--- config.mk ---
export PLATFORM = sky130hd
export DESIGN_NAME = uart_rx_param
export DESIGN_NICKNAME = d
export VERILOG_FILES = /design/src/rtl/uart_pkg.sv /design/src/rtl/uart_rx_fifo.sv /design/src/rtl/uart_rx_param.sv
export SDC_FILE = /design/constraint.sdc
export NUM_CORES = 1
export LEC_CHECK = 0
export CAP_MARGIN = 20
export CORE_MARGIN = 2
export CORE_UTILIZATION = 40
export DETAILED_ROUTE_END_ITERATION = 10
export PLACE_DENSITY_LB_ADDON = 0.1
export SLEW_MARGIN = 20
export SYNTH_ARGS = -nofsm -noshare
export SYNTH_HDL_FRONTEND = slang
export SYNTH_SLANG_ARGS = --single-unit
--- constraint.sdc ---
create_clock -name clk -period 3.7 [get_ports clk]
set_input_delay 0.37 -clock clk [delete_from_list [all_inputs] [get_ports clk]]
set_output_delay 0.37 -clock clk [all_outputs]
set_load 0.01 [all_outputs]
--- src/rtl/uart_pkg.sv ---
// UART shared definitions: parity modes, receiver FSM encoding
// and the baud divider helper used by both RX and TX.
package uart_pkg;

    localparam int PAR_NONE = 0;
    localparam int PAR_ODD  = 1;
    localparam int PAR_EVEN = 2;

    typedef enum logic [2:0] {
        ST_IDLE,
        ST_START,
        ST_DATA,
        ST_PARITY,
        ST_STOP,
        ST_WAIT_HIGH
    } rx_state_t;

    function automatic int baud_div(
        input int clk_hz,
        input int baud,
        input int os
    );
        return clk_hz / (baud * os) - 1;
    endfunction

endpackage

--- src/rtl/uart_rx_fifo.sv ---
// Synchronous first-word-fall-through FIFO for received frames.
// A push into a full FIFO is accepted only when a pop frees a slot.
module uart_rx_fifo #(
    parameter int WIDTH = 10,
    parameter int DEPTH = 4
) (
    input  logic             clk,
    input  logic             rst,
    input  logic             push,
    input  logic [WIDTH-1:0] push_data,
    input  logic             pop,
    output logic [WIDTH-1:0] head,
    output logic             not_empty,
    output logic             full
);
    localparam int AW = $clog2(DEPTH);
    localparam logic [AW:0] FULL_CNT = (AW+1)'(DEPTH);

    logic [WIDTH-1:0] mem [DEPTH];
    logic [AW-1:0]    wr_ptr;
    logic [AW-1:0]    rd_ptr;
    logic [AW:0]      count;
    logic             do_push;
    logic             do_pop;

    assign not_empty = (count != '0);
    assign full      = (count == FULL_CNT);
    assign do_pop    = pop && not_empty;
    assign do_push   = push && (!full || do_pop);
    assign head      = mem[rd_ptr];

    always_ff @(posedge clk) begin
        if (rst) begin
            wr_ptr <= '0;
            rd_ptr <= '0;
            count  <= '0;
            for (int i = 0; i < DEPTH; i++) begin
                mem[i] <= '0;
            end
        end else begin
            if (do_push) begin
                mem[wr_ptr] <= push_data;
                wr_ptr      <= wr_ptr + AW'(1);
            end
            if (do_pop) begin
                rd_ptr <= rd_ptr + AW'(1);
            end
            if (do_push && !do_pop) begin
                count <= count + (AW+1)'(1);
            end else if (do_pop && !do_push) begin
                count <= count - (AW+1)'(1);
            end
        end
    end

endmodule

--- src/rtl/uart_rx_param.sv ---
// Parametrised UART receiver: 2-FF synchroniser, oversampling
// majority-vote sampler, framing FSM and FWFT output FIFO.
module uart_rx_param
    import uart_pkg::*;
#(
    parameter int CLK_FREQUENCY_HZ = 50_000_000,
    parameter int BAUD_RATE        = 781_250,
    parameter int OVERSAMPLE       = 16,
    parameter int DATA_BITS        = 8,
    parameter int PARITY           = 0,
    parameter int STOP_BITS        = 1,
    parameter int FIFO_DEPTH       = 4
) (
    input  logic                 clk,
    input  logic                 rst,
    input  logic                 rxd,
    output logic [DATA_BITS-1:0] m_data,
    output logic                 m_frame_err,
    output logic                 m_parity_err,
    output logic                 m_valid,
    input  logic                 m_ready,
    output logic                 overrun,
    output logic                 busy
);
    localparam int DIV = baud_div(CLK_FREQUENCY_HZ, BAUD_RATE, OVERSAMPLE);
    localparam int DW  = (DIV > 0) ? $clog2(DIV + 1) : 1;
    localparam int OW  = $clog2(OVERSAMPLE);
    localparam int H   = OVERSAMPLE / 2;
    localparam int IW  = $clog2(DATA_BITS);
    localparam int FW  = DATA_BITS + 2;

    localparam logic [DW-1:0] DIV_LAST = DW'(DIV);
    localparam logic [OW-1:0] OS_LAST  = OW'(OVERSAMPLE - 1);
    localparam logic [OW-1:0] OS_A     = OW'(H - 1);
    localparam logic [OW-1:0] OS_B     = OW'(H);
    localparam logic [OW-1:0] OS_DEC   = OW'(H + 1);
    localparam logic [IW-1:0] IDX_LAST = IW'(DATA_BITS - 1);

    rx_state_t state;
    rx_state_t state_nx;

    logic                 rx_meta;
    logic                 rx_s;
    logic                 prev_s;
    logic [DW-1:0]        div_cnt;
    logic [OW-1:0]        os_cnt;
    logic                 s_a;
    logic                 s_b;
    logic [IW-1:0]        idx;
    logic                 stop_idx;
    logic [DATA_BITS-1:0] data;
    logic                 ferr;
    logic                 perr;
    logic                 tick;
    logic                 decide;
    logic                 wrap;
    logic                 maj;
    logic                 start_det;
    logic                 last_stop;
    logic                 stop_ferr;
    logic                 push;
    logic                 fifo_full;
    logic [FW-1:0]        head;

    assign tick      = (div_cnt == DIV_LAST);
    assign decide    = tick && (os_cnt == OS_DEC);
    assign wrap      = tick && (os_cnt == OS_LAST);
    assign maj       = (s_a & s_b) | (s_a & rx_s) | (s_b & rx_s);
    assign start_det = tick && (state == ST_IDLE) && !rx_s && prev_s;
    assign last_stop = (STOP_BITS == 1) || stop_idx;
    assign stop_ferr = ferr | ~maj;
    assign busy      = (state != ST_IDLE);

    always_ff @(posedge clk) begin
        if (rst) begin
            state <= ST_IDLE;
        end else begin
            state <= state_nx;
        end
    end

    always_comb begin
        state_nx = state;
        push     = 1'b0;
        unique case (state)
            ST_IDLE: begin
                if (start_det) state_nx = ST_START;
            end
            ST_START: begin
                if (decide && maj) state_nx = ST_IDLE;
                else if (wrap)     state_nx = ST_DATA;
            end
            ST_DATA: begin
                if (wrap && idx == IDX_LAST) begin
                    state_nx = (PARITY != PAR_NONE) ? ST_PARITY : ST_STOP;
                end
            end
            ST_PARITY: begin
                if (wrap) state_nx = ST_STOP;
            end
            ST_STOP: begin
                // leave mid-bit so a back-to-back start edge is not missed
                if (decide && last_stop) begin
                    push     = 1'b1;
                    state_nx = stop_ferr ? ST_WAIT_HIGH : ST_IDLE;
                end
            end
            ST_WAIT_HIGH: begin
                if (tick && rx_s) state_nx = ST_IDLE;
            end
            default: state_nx = ST_IDLE;
        endcase
    end

    always_ff @(posedge clk) begin
        if (rst) begin
            rx_meta  <= 1'b1;
            rx_s     <= 1'b1;
            prev_s   <= 1'b1;
            div_cnt  <= '0;
            os_cnt   <= '0;
            s_a      <= 1'b0;
            s_b      <= 1'b0;
            idx      <= '0;
            stop_idx <= 1'b0;
            data     <= '0;
            ferr     <= 1'b0;
            perr     <= 1'b0;
            overrun  <= 1'b0;
        end else begin
            rx_meta <= rxd;
            rx_s    <= rx_meta;
            div_cnt <= tick ? '0 : div_cnt + DW'(1);
            if (tick) begin
                prev_s <= rx_s;
                os_cnt <= (start_det || os_cnt == OS_LAST) ? '0 : os_cnt + OW'(1);
                if (os_cnt == OS_A) s_a <= rx_s;
                if (os_cnt == OS_B) s_b <= rx_s;
            end
            if (start_det) begin
                idx      <= '0;
                stop_idx <= 1'b0;
                ferr     <= 1'b0;
                perr     <= 1'b0;
            end
            if (decide && state == ST_DATA) data[idx] <= maj;
            if (decide && state == ST_PARITY) begin
                perr <= ^data ^ maj ^ (PARITY == PAR_ODD);
            end
            if (decide && state == ST_STOP) begin
                ferr     <= stop_ferr;
                stop_idx <= 1'b1;
            end
            if (wrap && state == ST_DATA) idx <= idx + IW'(1);
            overrun <= push && fifo_full && !(m_valid && m_ready);
        end
    end

    uart_rx_fifo #(
        .WIDTH (FW),
        .DEPTH (FIFO_DEPTH)
    ) u_fifo (
        .clk       (clk),
        .rst       (rst),
        .push      (push),
        .push_data ({stop_ferr, perr, data}),
        .pop       (m_ready),
        .head      (head),
        .not_empty (m_valid),
        .full      (fifo_full)
    );

    assign m_data       = head[DATA_BITS-1:0];
    assign m_parity_err = head[DATA_BITS];
    assign m_frame_err  = head[DATA_BITS+1];

endmodule
**After elaboration in Yosys (flattened, before gate mapping)**

Memory sizes are Yosys's and may differ from the RTL's. A register that Yosys moved wholly into a read port is not among the register bits.
Cells that the tools add are included.

- Bits of input ports: 4
- RAM bits: 40
- Memories kept: 1
- Register bits after elaboration: 35

Memories:

| name | depth | bits a word | read ports | clocked after Yosys merged registers in | wr ports | RTL line | source |
|---|---|---|---|---|---|---|---|
| u_fifo.mem | 4 | 10 | 1 | 1 | 4 | uart_rx_fifo.sv:19 | `logic [WIDTH-1:0] mem [DEPTH];` |

- Bitwise gates (word level): 8
- Add/subtract/negate cells: 7
- Reduce and logical (&&, ||, !) cells: 38
- $lt $le $gt $ge: 2
- Equality and inequality tests: 18
- Muxes and demuxes: 32

Operator list:

| cell | number |
|---|---|
| 2-to-1 mux 3 bit | 12 |
| logical AND 1 bit | 19 |
| one-hot mux 3 bit (6 select lines) | 1 |
| == test 3 bit (second input constant) | 4 |
| == test 4 bit (second input constant) | 3 |
| 2-to-1 mux 1 bit | 12 |
| 2-to-1 mux 10 bit | 1 |
| != test 2 bit (second input constant) | 5 |
| OR reduction 10 bit | 1 |
| bitwise mux 8 bit | 1 |
| nonzero test 2 bit | 4 |
| XOR reduction 8 bit | 1 |
| adder 2 x 1 -> 2 bit (second input constant) | 3 |
| adder 3 x 1 -> 3 bit (second input constant) | 2 |
| == test 3 x 2 -> 1 bit (second input constant) | 2 |
| 2-to-1 mux 2 bit | 3 |
| AND reduction 6 bit | 1 |
| nonzero test 3 bit | 2 |
| adder 4 x 1 -> 4 bit (second input constant) | 1 |
| == test 4 x 3 -> 1 bit (second input constant) | 1 |
| logical NOT 1 bit | 4 |
| less-than comparator 3 x 4 -> 1 bit (second input constant) | 1 |
| 2-to-1 mux 4 bit | 1 |
| AND reduction 2 bit | 2 |
| other kinds (13) | 18 |

**Longest topological paths before layout**

- Word-level depth: 10
- Depth in mapped cells: 10

**By module**

Synthesis repeated with hierarchy kept, for this count alone.

- Cells, all modules: 307
- Area, all modules: 3,611.0 µm²

By module, submodules not included:

| module | times used | cells each | area each (µm²) | sequential area each (µm²) |
|---|---|---|---|---|
| uart_rx_fifo | 1 | 143 | 2,174.6 | 1,381.3 |
| uart_rx_param | 1 | 164 | 1,436.4 | 560.5 |

**Worst setup path before layout**

OpenSTA, ideal clock, no wires.

- Kind: reg-to-reg
- From: reg state[0]
- To: reg u_fifo.count[2]
- Data required time: 3,630 ps
- Library setup time: 70 ps
- Slack: 1,143 ps
- Data arrival time: 2,487 ps
- Stages on the path, launching flop included: 10
- Path through: dfxtp_1 -> buf_6 -> or3b_4 -> nor3_1 -> ha_1 -> inv_1 -> fa_1 -> xor2_1 -> or3_1 -> a21oi_1

- Cells in the longest elaborated chain, start to end: 6

Ends and longest elaborated chain:

| element | RTL line | source |
|---|---|---|
| start: declaration | uart_rx_param.sv:39 | `rx_state_t state;` |
| start signal: assignment | uart_rx_param.sv:78 | `state <= state_nx;` |
| == test 3 bit * | uart_rx_param.sv:85 | `unique case (state)` |
| 2-to-1 mux 1 bit * | uart_rx_param.sv:85 |  |
| logical AND 1 bit * | uart_rx_fifo.sv:29 | `assign do_push = push && (!full \|\| do_pop);` |
| net u_fifo.do_push | uart_rx_fifo.sv:23 | `logic do_push;` |
| logical NOT 1 bit | uart_rx_fifo.sv:50 | `end else if (do_pop && !do_push) begin` |
| logical AND 1 bit | uart_rx_fifo.sv:50 |  |
| nonzero test 2 bit (no source line) | - |  |
| end signal: assignment | uart_rx_fifo.sv:49 | `count <= count + (AW+1)'(1);` |
| end signal: assignment | uart_rx_fifo.sv:51 | `count <= count - (AW+1)'(1);` |
| end: declaration | uart_rx_fifo.sv:22 | `logic [AW:0] count;` |

The timed path passes the listed nets; every way through them passes the cells marked *.
A chain may end at the register's enable or synchronous reset.

**Worst setup path after layout**

- From: reg div_cnt[0]
- To: reg u_fifo.count[2]

- Cells in the longest elaborated chain, start to end: 8

Ends and longest elaborated chain:

| element | RTL line | source |
|---|---|---|
| start: declaration | uart_rx_param.sv:45 | `logic [DW-1:0] div_cnt;` |
| start signal: assignment | uart_rx_param.sv:133 | `div_cnt <= tick ? '0 : div_cnt + DW'(1);` |
| == test 2 bit * | uart_rx_param.sv:65 | `assign tick = (div_cnt == DIV_LAST);` |
| logical AND 1 bit * | uart_rx_param.sv:66 | `assign decide = tick && (os_cnt == OS_DEC);` |
| 2-to-1 mux 1 bit * | uart_rx_param.sv:103 | `if (decide && last_stop) begin` |
| 2-to-1 mux 1 bit * | uart_rx_param.sv:85 |  |
| logical AND 1 bit * | uart_rx_fifo.sv:29 |  |
| net u_fifo.do_push | uart_rx_fifo.sv:23 |  |
| logical NOT 1 bit | uart_rx_fifo.sv:50 |  |
| logical AND 1 bit | uart_rx_fifo.sv:50 |  |
| nonzero test 2 bit (no source line) | - |  |

Marked as above.

==> impl_metrics.tcl <==
set metrics [dict create \
    ir_drop_uv 160 \
    numCtsBuffers 9 \
    seq_area_frac_synth_pct 54.6 \
    required_ns 3.99 \
    p_total_mw 1.99 \
    finClkSkew_ns 0.00943 \
    crit_type "reg2reg" \
    final_layout_size_suffix_gt1_share_pct 12.4 \
    syn-num-nets 307 \
    htree_levels 3 \
    hold_path_startpoint "rx_meta" \
    cts_tree "built" \
    rrSetupSlack_ns 0.73 \
    clk_pin_slew_worst_paths_ns 0.08 \
    tightestPinTransition_ns 0.895 \
    synth_ff_type "edfxtp_1" \
    pre_cts_slack_ns 0.636 \
    setup_ws_ns 0.729 \
    antenna_found_initial 0 \
    yosysUniqueCellTypes 53 \
    holdPathEnd "rx_s" \
    ant_nets 0 \
    status "complete, no violations" \
    finalSetupViolations 0 \
    area_growth_pct 12.0 \
    fin_crit_sh_pct 80.3 \
    place.gp.congestion 0.768 \
    post-route-min-period_ns 2.97 \
    core_um2 8680 \
    antennaDiodeCount 0 \
    grt_max_degree 41 \
    synth-edff-count 40 \
    fp.dieArea_um2 9670 \
    final_common_cell "edfxtp_1" \
    final_hold_viol_count 0 \
    grt_pass1_vias 2164 \
    dieWidth_um 98.3 \
    ctsHoldBuffers 0 \
    grt_pass1_wl_mm 11.2 \
    worstHoldPathCells 1 \
    io_pins 17 \
    vias_per_cell 5.19 \
    insertion_delay_ns 0.35 \
    hp-class "reg2reg" \
    slew_headroom_pct 39.5 \
    dpl_cell_area_um2 3790 \
    start_util_pct 41.0 \
    crit_arrival_ns 3.26 \
    power-per-cell-area_nw_per_um2 501 \
    start_kind "register" \
    row_count 34 \
    grt_usage_pct 15.0 \
    cts_root_buf "clkbuf_8" \
    drc 0 \
    r2r-start "div_cnt[0]" \
    overflow 0 \
    leakagePower_nw 1.47 \
    drtIter0Drc 103 \
    final_area_um2 3990 \
    nNetsFinal 321 \
    slew_violations 0 \
    end_kind "register" \
    final.setup.tns_ns 0 \
    first_pass_iters 4 \
    syn_inst 295 \
    async_flop_share_pct 0 \
    rsz0062_at_grt "false" \
    r2r_end "u_fifo.count[2]" \
    syn_area_per_cell_um2 12.1 \
    wl_mm 6.67 \
    die_h_um 98.3 \
    vias 2192 \
    ys_seq_elements 77 \
    postCtsSetupRepairBufs 0 \
    syn-cell-area_um2 3560 \
    ys_warn_count 0 \
    finalHoldWorstSlack_ns 0.415 \
    ctsLongestPathBuffers 2 \
    hpwlAfterDp_mm 4.56 \
    timing.fmax_ghz 0.337 \
    worst-path-max-fanout 15 \
    wl_per_cell_um 15.8 \
    clock-sinks 77 \
    io_buffers 16 \
    ctsResizeCount 0 \
    layout_common_cells "edfxtp_1, and2_1, dfxtp_1" \
    rr_worst_depth 9 \
    max-cap-violations 0 \
]
==> cell families after synthesis <==
| group | share of synthesized area [%] |
|---|---|
| simple gates | 21.2 |
| xor+xnor | 3.83 |
| compound gates | 4.75 |
| buf+inv | 2.60 |
| fa+ha+maj | 3.34 |
| mux | 9.70 |
| flops | 54.6 |
==> cell type report <==
cell class              instances  area (µm²)
repair buffers                 18         175
well taps                     108         135
inverters                       5        18.8
multi-input cells             198        1520
flip-flops and latches         77        1940
clock inverters                 6        62.6
fillers                       832        4690
clock buffers                  10         128
==> metrics by stage <==
stage / util [%] / instances
2_1_floorplan: - / 295
3_3_place_gp: 43.7 / 406
3_5_place_dp: 43.7 / 406
4_1_cts: 45.9 / 422
5_1_grt: 45.9 / 422
6_report: 45.9 / 422
==> cell usage after synthesis, drive strengths merged (2+ instances only) <==
cell	instances	area [µm²]
a22oi	2	15.0
mux2i	12	120
dfxtp	37	741
nand3	6	30.0
nor3	5	30.0
clkbuf	9	33.8
a21oi	7	35.0
edfxtp	40	1200
buf	6	40.0
nand2	8	30.0
inv	5	18.8
nor4b	2	17.5
xnor2	7	61.3
or2	7	43.8
nand2b	3	26.3
and2	37	231
nor2b	4	25.0
mux4	10	225
or3	6	37.5
a31oi	2	12.5
nand4b	4	35.0
xor2	6	52.6
nand3b	2	15.0
o21ai	5	25.0
nor3b	5	42.5
nand4	2	12.5
and3b	2	17.5
ha	7	87.6
nor2	29	109
a311oi	2	17.5
==> worst max-delay path by stage <==
stage,cells past startpoint,from,to
final,9,div_cnt[0],u_fifo.count[2]
after global routing,9,div_cnt[0],u_fifo.count[2]
after CTS,9,div_cnt[0],u_fifo.count[2]
after detailed placement,9,m_ready,u_fifo.count[2]
after global placement,9,div_cnt[0],u_fifo.count[2]
after floorplan,9,state[0],u_fifo.count[2]
==> registers in the layout, indices dropped and copies added, names as in the netlist, 2 cells and up, named ones only <==
| name | count |
|---|---|
| u_fifo.rd_ptr | 2 |
| os_cnt | 4 |
| u_fifo.mem | 40 |
| u_fifo.wr_ptr | 2 |
| div_cnt | 2 |
| u_fifo.count | 3 |
| data | 8 |
| idx | 3 |
| state | 3 |
==> critical path: stages (launching register included) <==
cell and delay [ns]:
dfxtp_1 0.34, ha_1 0.44, nand4b_1 0.26, nor3_1 0.48, ha_1 0.28, inv_1 0.07, fa_1 0.43, xor2_1 0.18
or3_1 0.30, a21oi_1 0.14
==> power by group <==
| part | internal [mW] | switching (mW) | total (mW) |
|---|---|---|---|
| clock | 0.313 | 0.319 | 0.631 |
| combinational | 0.205 | 0.144 | 0.349 |
| sequential | 0.946 | 0.0683 | 1.01 |
==> routing by layer <==
| layer | vias to the layer above | global-route usage, % | share of wire, % |
|---|---|---|---|
| li1 | 1091 | - | - |
| met1 | 1063 | 19.6 | 48 |
| met2 | 29 | 24.2 | 47 |
| met3 | 9 | 2.93 | 2.3 |
| met4 | 0 | 6.95 | 1.9 |
| met5 | - | 0 | 0 |
No activity file was read; power rests on OpenSTA's default activity.
==> variant 1, RTL diff (config.mk and constraints unchanged) <==
Put a register stage on the outputs `m_frame_err` and `m_parity_err`. The values now appear one clock later. The other outputs are not delayed to match.
--- a/src/rtl/uart_rx_param.sv
+++ b/src/rtl/uart_rx_param.sv
@@ -171,7 +171,9 @@
     );
 
     assign m_data       = head[DATA_BITS-1:0];
-    assign m_parity_err = head[DATA_BITS];
-    assign m_frame_err  = head[DATA_BITS+1];
+    always_ff @(posedge clk) begin
+        m_frame_err  <= head[DATA_BITS+1];
+        m_parity_err <= head[DATA_BITS];
+    end
 
 endmodule
Function: same outputs for any inputs over 10 cycles, from zero or initial values and one cycle with rst high; that may be too few to reach the edited logic, so the function may still have changed.
==> variant 1 against the original RTL <==
  * Critical path type unchanged
  * Total power shrank 0.67%
  * Area after synthesis rose by 2.8%
  * Wire length fell by 0.18%
  * Final area up 0.78%
  * Largest power group unchanged
  * Clock skew hardly changed
  * Sequential cell count rose by 2
  * Fmax down 0.99%
  * Final cell count grew 0.47%
  * Setup slack got worse by 0.030 ns
  * First-iteration DRC count fell by 43%
  * Synthesized cell count grew 3.4%
==> variant 1: results (changes against the original RTL) <==
stage;metric;value;unit;change
layout;Final #Nets;323;;was 321
drt;Met3 Wirelength;179;um;was 151 um
global_route;GRT Overall Usage;0.1445;;was 0.1503
power;Switch Pwr;0.0005518;W;was 0.0005306 W
timing;Clock Skew;0.009346;ns;was 0.009429 ns
drt;Routed wire per std cell;15.69;um;was 15.79 um
run_status;outcome;complete, no violations;;unchanged
clock_tree;post-cts sizing count;0;;unchanged
logic_synthesis;Synth top cells by count;edfxtp_1, dfxtp_1, and2_1;;was edfxtp_1, and2_1, dfxtp_1
place;DP Cell Count;408;;was 406
logic_synthesis;Post-Syn Nets;317;;was 307
critical_path;Worst Path Arrival;3.29;ns;was 3.26 ns
timing;worst-margin pin slew;0.7703;ns;was 0.8953 ns
logic_synthesis;top cells by area, synth;edfxtp_1, dfxtp_1, and2_1;;unchanged
global_route;vias in the first global route;2140;;was 2164
drt;Vias;2183;;was 2192
drt;number of DRC markers in iteration 0;59;;was 103
drt;WL met1;3.408;mm;was 3.227 mm
global_route;met3 Usage GRT;0.02952;;was 0.02935
layout;share of layout cells above drive strength 1;0.1266;;was 0.1242
logic_synthesis;Seq/Total Area, Yosys;0.5417;;was 0.5457
place;Post-DP HPWL;4.666;mm;was 4.555 mm
layout;Non-Filler Instances;424;;was 422
power;Worst VDD drop;0.1602;mV;about the same
logic_synthesis;Synth Instances;305;;was 295
place;pre-CTS setup slack;0.7382;ns;was 0.6362 ns
global_route;met2 Use GR;0.2183;;was 0.2423
critical_path;critical path class;reg -> reg;;unchanged
logic_synthesis;share of the synthesized area in the top cell type;0.3283;;was 0.3376
drt;DR WL met2;2.989;mm;was 3.160 mm
global_route;first-pass GRT wire length;10.92;mm;was 11.18 mm
timing;final worst slack;0.6995;ns;was 0.7292 ns
place;RD Place Congestion;0.7489;;was 0.7680
drt;top layer in use;met4;;unchanged
place;Area after DPL;3835;um2;was 3795 um2
==> variant 1: changes by cell type in the layout (fill, tap and decap cells not counted) <==
cell / change
clkinv_4: +2
dfxtp_1: +2
bufinv_16: -1
clkbuf_1: -1
clkinv_2: -1
clkinvlp_4: +1
inv_4: -1
inv_8: +1
==> variant 1: cell type report <==
cell class | count | area [um2]
Multi-Input combinational cell | 198 | 1524
Tap cell | 108 | 135.1
Sequential cell | 79 | 1982
Timing Repair Buffer | 18 | 175.2
Inverter | 5 | 18.77
Clock buffer | 9 | 123.9
Clock inverter | 7 | 57.56
Fill cell | 817 | 4790
==> variant 1: worst min path at each step <==
stage	start	endpoint	slack [ns]	depth (start not counted)
4_1_cts	rx_meta	rx_s	0.43	1
6_report	rx_meta	rx_s	0.42	1
3_3_place_gp	rx_meta	rx_s	0.40	1
2_1_floorplan	rx_meta	rx_s	0.39	1
5_1_grt	rx_meta	rx_s	0.43	1
3_5_place_dp	rx_meta	rx_s	0.41	1
==> variant 1: power by group through the flow <==
stage | Clock, W | Combinational [W] | Sequential, W
2_1_floorplan | 0 | 0.000296 | 0.00102
3_3_place_gp | 0 | 0.000344 | 0.00107
3_5_place_dp | 0 | 0.000350 | 0.00106
4_1_cts | 0.000604 | 0.000351 | 0.00104
5_1_grt | 0.000640 | 0.000381 | 0.00105
6_report | 0.000590 | 0.000351 | 0.00104
==> variant 1: cell families after synthesis <==
| family | after synthesis | synth area share |
|---|---|---|
| DFF | 79 | 0.5417 |
| muxes | 22 | 0.09439 |
| AOI/OAI and AO/OA | 25 | 0.04617 |
| and+or+nand+nor | 128 | 0.2062 |
| adders and majority gates | 9 | 0.03249 |
| buffers and inverters | 28 | 0.04172 |
| xor gates and xnor gates | 14 | 0.03728 |
==> variant 2, RTL diff (same settings) <==
Without the edit above. Set the parameter `BAUD_RATE` to 1_562_500 (it was 781_250).
--- a/src/rtl/uart_rx_param.sv
+++ b/src/rtl/uart_rx_param.sv
@@ -4,7 +4,7 @@
     import uart_pkg::*;
 #(
     parameter int CLK_FREQUENCY_HZ = 50_000_000,
-    parameter int BAUD_RATE        = 781_250,
+    parameter int BAUD_RATE        = 1_562_500,
     parameter int OVERSAMPLE       = 16,
     parameter int DATA_BITS        = 8,
     parameter int PARITY           = 0,
Function: changed (a bounded check fails within 10 cycles, from zero or initial values and one cycle with rst high).
==> variant 2 against the original RTL <==
  * Hold slack lost 0.0031 ns
  * Core utilization grew 0.11 points
  * Total power grew 4.2%
  * Critical path depth shrank 1
  * Non-clock buffer count shrank 1
  * Setup slack gained 0.16 ns
  * Sequential cell count shrank 1
  * Area after synthesis shrank 1.2%
  * Combinational power is essentially flat
  * Final cell count shrank 1.2%
  * Fmax grew 5.8%
  * Final area shrank 0.25%
  * Wire length shrank 1.9%
  * Highest routed layer unchanged
==> variant 2: results (changes against the original RTL) <==
stage;metric;value;unit;change
run_status;outcome;complete, no violations;;unchanged
layout;CLK BUF;12;;was 10
timing;Clock Skew;0.01068;ns;was 0.009429 ns
global_route;largest net degree at the start of global routing;40;;was 41
global_route;GRT Overall Usage;0.1490;;was 0.1503
place;pre-CTS setup slack;0.7556;ns;was 0.6362 ns
global_route;met3 Usage GRT;0.04510;;was 0.02935
critical_path;CP top delay family;simple AND/OR/NAND/NOR gates;;was adder cells
power;LEAKAGE;1.461;nW;was 1.470 nW
timing;hold_ws;0.4118;ns;was 0.4149 ns
layout;register area;1922;um2;was 1942 um2
global_route;vias in the first global route;2140;;was 2164
global_route;GR Util met1;0.1996;;was 0.1959
timing;worst-margin pin slew;0.7606;ns;was 0.8953 ns
global_route;met2 Use GR;0.2292;;was 0.2423
layout;Multi-input comb cells;195;;was 198
layout;post-route design area;3975;um2;was 3985 um2
global_route;first-pass GRT wire length;11.02;mm;was 11.18 mm
place;RD Place Congestion;0.8124;;was 0.7680
layout;Util after Layout;0.4603;;was 0.4592
power;Worst VDD drop;0.1849;mV;was 0.1602 mV
drt;Vias;2156;;was 2192
logic_synthesis;Synth Instances;291;;was 295
logic_synthesis;Post-Syn Nets;302;;was 307
layout;Non-clock buffers;17;;was 18
logic_synthesis;top cells by area, synth;edfxtp_1, dfxtp_1, and2_1;;unchanged
critical_path;R2R Path Start;state[2];;was div_cnt[0]
layout;fill count;817;;was 832
place;Area after DPL;3744;um2;was 3795 um2
-- variant 2: cell types whose count changed after synthesis --
cell and delta:
and2_1 -1, ha_1 -1, nor3_1 -1, dfxtp_1 -1
-- variant 2: report_power, final --
group | switching [W] | internal, W | total, W
Sequential | 0.0000726 | 0.000935 | 0.00101
Combinational | 0.000144 | 0.000207 | 0.000350
Clock | 0.000326 | 0.000395 | 0.000721
Total | 0.000542 | 0.00154 | 0.00208
-- variant 2: kinds of logic (layout without fill, tap and decap cells) --
logic type | after synthesis | in the layout | synth area share
simple gates | 126 | 126 | 0.2115
buf+inv | 20 | 38 | 0.02634
fa+ha+maj | 8 | 8 | 0.03026
compound gates | 25 | 25 | 0.04806
xor+xnor | 14 | 14 | 0.03880
mux | 22 | 22 | 0.09826
flops | 76 | 76 | 0.5468
-- variant 2: metal layers --
layer  wire [um]  part of all wire
met5           0                 0
met4         110             0.017
met3         207             0.032
met2        2958              0.45
met1        3263              0.50
